==> src/rtl/multiplier_12bit.sv <==
// Iterative unsigned WIDTH x WIDTH shift-add multiplier; one new product every WIDTH+1 clocks.
// Define MULTIPLIER_VALID_EN to add a one-cycle result_valid strobe alongside each result update.
module multiplier_12bit #(
  parameter int WIDTH = 12
) (
  input  logic                 clk,
  input  logic                 rstn,
  input  logic [WIDTH-1:0]     num1,
  input  logic [WIDTH-1:0]     num2,
`ifdef MULTIPLIER_VALID_EN
  output logic                 result_valid,
`endif
  output logic [2*WIDTH-1:0]   result
);

  localparam int CW = $clog2(WIDTH + 1);
  localparam logic [CW-1:0] LAST = CW'(WIDTH);

  logic [CW-1:0]        cnt_reg, cnt_next;
  logic [WIDTH-1:0]     m_reg, m_next;
  logic [2*WIDTH:0]     p_reg, p_next;
  logic [2*WIDTH-1:0]   result_reg, result_next;
  logic                 done;

  logic [WIDTH-1:0]     addend;
  logic [WIDTH:0]       sum_hi;
  logic [2*WIDTH:0]     p_shift;

  // Multiplicand gated by the current multiplier LSB.
  generate
    for (genvar gi = 0; gi < WIDTH; gi++) begin : g_addend
      assign addend[gi] = m_reg[gi] & p_reg[0];
    end
  endgenerate

  // The upper half never exceeds WIDTH bits before the add, so WIDTH+1 bits hold the carry.
  assign sum_hi  = p_reg[2*WIDTH:WIDTH] + {1'b0, addend};
  assign p_shift = {1'b0, sum_hi, p_reg[WIDTH-1:1]};
  assign done    = (cnt_reg == LAST);

  always_comb begin
    cnt_next    = cnt_reg;
    m_next      = m_reg;
    p_next      = p_reg;
    result_next = result_reg;
    if (cnt_reg == '0) begin
      m_next   = num1;
      p_next   = {{(WIDTH + 1){1'b0}}, num2};
      cnt_next = CW'(1);
    end else begin
      p_next = p_shift;
      if (done) begin
        result_next = p_shift[2*WIDTH-1:0];
        cnt_next    = '0;
      end else begin
        cnt_next = cnt_reg + CW'(1);
      end
    end
  end

  always_ff @(posedge clk) begin
    if (rstn) begin
      cnt_reg    <= '0;
      m_reg      <= '0;
      p_reg      <= '0;
      result_reg <= '0;
    end else begin
      cnt_reg    <= cnt_next;
      m_reg      <= m_next;
      p_reg      <= p_next;
      result_reg <= result_next;
    end
  end

  assign result = result_reg;

`ifdef MULTIPLIER_VALID_EN
  logic result_valid_reg;

  always_ff @(posedge clk) begin
    if (rstn) begin
      result_valid_reg <= 1'b0;
    end else begin
      result_valid_reg <= done;
    end
  end

  assign result_valid = result_valid_reg;
`endif

endmodule

==> config.mk <==
export PLATFORM = sky130hd
export DESIGN_NAME = multiplier_12bit
export DESIGN_NICKNAME = d
export VERILOG_FILES = /design/src/rtl/multiplier_12bit.sv
export SDC_FILE = /design/constraint.sdc
export NUM_CORES = 1
export LEC_CHECK = 0
export ABC_AREA = 1
export BUFFER_PORTS_ARGS = -buffer_cell sky130_fd_sc_hd__buf_4
export CAP_MARGIN = 20
export CORE_MARGIN = 10
export CORE_UTILIZATION = 50
export DETAILED_ROUTE_END_ITERATION = 6
export GPL_TIMING_DRIVEN = 0
export PLACE_DENSITY = 0.81
export SLEW_MARGIN = 20
export SYNTH_ARGS = -nofsm -noshare
export SYNTH_HDL_FRONTEND = slang
export SYNTH_SLANG_ARGS = --single-unit
==> constraint.sdc <==
create_clock -name clk -period 1.9 [get_ports clk]
set_input_delay 0.285 -clock clk [delete_from_list [all_inputs] [get_ports clk]]
set_output_delay 0.285 -clock clk [all_outputs]
set_load 0.02 [all_outputs]
==> results by group <==
Clock tree
  • H-tree levels: 3
  • Hold-fix buffers, CTS: 0
  • TritonCTS Buffers: 9
  • Worst-Skew Late Latency: 0.35 ns
  • CTS tree: built
  • CTS Buffer Depth: 2
  • Root Buffer: clkbuf_8
  • Total clock sinks: 64
  • Clock slew at reported path FFs: roughly 0.08 ns

Setup path
  • Largest stage delay, worst path: between 0.3 and 0.4 ns
  • Kind of critical path: reg2reg
  • Startpoint types: register
  • Top delay family on crit path: simple AND/OR/NAND/NOR gates
  • CP bufs+invs: 1
  • CP cell instances: nand2_1, inv_1, ha_4, fa_2, nand2_1, nand3_1, and2_4, nand2_2, nand2_2, nand2_1, nand2_2, nand2_2, nand2_1
  • CP Data Arrival Time: between 2 and 2.5 ns
  • Critical Path End Type: register
  • Crit-path slowest cell: dfxtp_4
  • CP max FO: 7
  • CP required: approximately 2.1 ns

STA
  • Slew headroom: 0.734
  • Pins Over Slew Limit: 0
  • Final critical-path required period: 1.85 ns
  • RSZ-0062 raised after global routing: yes
  • Setup violators final: 0
  • Setup Skew: around 0.0084 ns
  • Final hold slack: 0.169 ns
  • Fmax: roughly 540 MHz
  • Slew at the pin closest to its max-slew limit: around 0.40 ns
  • Final worst setup slack: 0.0544 ns
  • Final Hold Viols: 0
  • Period utilization: 0.971

Power
  • P_leak: 0.00181 uW
  • Peak VDD IR: between 400 and 500 uV
  • Design Power: 3120 uW
  • Cell area power density: 840 nW/um^2

Global routing
  • Pin count of the biggest net entering global routing: 13
  • Initial antenna violation count: 0
  • Vias in the first global route: between 2,000 and 3,000
  • First-pass GRT wire length: 11,200 um
  • Grt ovf: 0
  • Total GRT Usage: 0.154

Run status
  • Outcome: finished, final reports clean

Synth
  • #FFs+latches synth: 64
  • Most used standard cell by instance count after synthesis: nand2_1
  • Top-area cell type share of the netlist area: 0.440
  • Main synth FF type: dfxtp_1
  • Area leader, netlist: dfxtp_1
  • YS warnings: 0
  • Sequential area share after synthesis: 0.440
  • Synth Area per Inst: roughly 7.2 um^2
  • Area contributors post-synth: dfxtp_1 44%, nand2_1 13%, nor2_1 8.9%, ha_1 6.0%, inv_1 5.8%
  • Post-synthesis cell type count: 29
  • Most frequent cells after synthesis: 102 x nand2_1, 69 x nor2_1, 64 x dfxtp_1
  • EDFF count, synth: 0
  • Synth Cell Area: around 2900 um^2
  • Syn Nets: about 440
  • Mapped Cells: between 400 and 500
  • Ys async rst share: 0

Die
  • Core Region: 5570 um^2
  • DIE WIDTH: just under 100 um
  • Die Ht: 96.3 um
  • Initial Util: 0.523
  • Top-Level Pins: 50
  • Die area: about 9300 um^2
  • # rows: 27

Drt
  • Antenna Nets Post-Route: 0
  • Initial DRC Count: between 150 and 200
  • Wire length per cell: 13.5 um
  • Drt drc: 0
  • Detailed-route via count: roughly 2,700
  • Number of iterations in the first detailed-routing pass: 5
  • DRT Wirelength: around 7300 um
  • Vias per cell: 4.96

Hold path
  • Hold Crit Class: in2reg

Placement
  • Port bufs: 49
  • Worst slack at placement: -0.217 ns
  • Routability cong.: approximately 0.87
  • Final HPWL DP: roughly 5200 um
  • DP Area: between 3000 and 4000 um^2

Layout
  • Nets: a little over 500
  • Post-route cell area: between 3000 and 4000 um^2
  • Diodes inserted: 0
  • Core Util, Final: 0.666
  • Syn-to-layout area delta: 27.5%
  • Ratio of cells with drive above 1 in the final layout: 0.226

Run
  • Max-cap violations: 0
==> power breakdown <==
part	leakage, uW	switching, uW	total (uW)	internal (uW)
combinational	0.00117	195	333	138
clock	0.000113	555	1330	778
sequential	0.000523	44.2	1450	1410
total	0.00181	795	3120	2330
==> path summary, 6_finish.rpt <==
path	startpoint	cells after the start	endpoint	slack, ns
max reg2reg	p_reg[0]$_SDFF_PP0_	13	result[23]$_SDFFE_PP0P_	0.05
max	p_reg[0]$_SDFF_PP0_	13	result[23]$_SDFFE_PP0P_	0.05
min reg2reg	result[23]$_SDFFE_PP0P_	2	result[23]$_SDFFE_PP0P_	0.45
min	rstn	2	result[0]$_SDFFE_PP0P_	0.17
==> timing repair <==
action	in CTS	in global routing
resized for setup	4	16
setup endpoints to repair	9	4
setup buffers	1	3
hold endpoints to repair	0	0
pin swaps	1	1
==> through the flow <==
step / instances / setup TNS, ns
floorplan: 402 / 0
finish: 542 / 0
global placement: 523 / -0.749
detailed placement: 523 / -1.06
global route: 542 / -0.221
CTS: 539 / 0
==> worst register-to-register path: cells and delay by family, from the launching register on <==
family	cells	cell delay, ns
AND/OR/NAND/NOR	10	0.77
flip-flops	1	0.37
adder cells (fa/ha/maj)	2	0.53
buffers and inverters	1	0.06
==> layout by cell type (no fill, tap or decap), types with 2 or more instances in the layout <==
cell type	instances
xnor2_1	4
nand3_1	12
nor2_1	67
buf_2	3
inv_2	2
o21a_1	4
buf_4	55
nand2_1	95
bufinv_16	2
o21ai_0	30
ha_4	4
nand4_1	3
nand3_2	4
clkbuf_8	10
clkbuf_1	5
ha_1	10
a21oi_2	4
inv_1	45
nand2_2	7
dfxtp_1	63
xor2_1	3
a21oi_1	19
nor2_2	2
==> logic make-up (layout without fill, tap and decap cells) <==
logic type,count (synthesis),in the layout,share of synthesized area
fa+ha+maj,15,15,0.0670
buf+inv,61,129,0.0872
compound gates,59,59,0.110
xor+xnor,7,7,0.0210
simple gates,196,196,0.275
flops,64,64,0.440
==> metal layers <==
metal | GRT usage | wire [um]
met5 | 0 | 0
met4 | 0.0678 | 110
met3 | 0.0397 | 470
met2 | 0.260 | 3710
met1 | 0.179 | 3040
==> cell type report <==
| class | instances | area [um^2] |
|---|---|---|
| clock inverter | 6 | 90.1 |
| tap | 72 | 90.1 |
| clock buffer | 10 | 138 |
| sequential | 64 | 1280 |
| fill | 464 | 1860 |
| timing repair buffer | 53 | 395 |
| inverter | 48 | 183 |
| multi-input combinational | 277 | 1470 |
| buffer | 12 | 67.6 |
(Power assumes the default switching activity.)
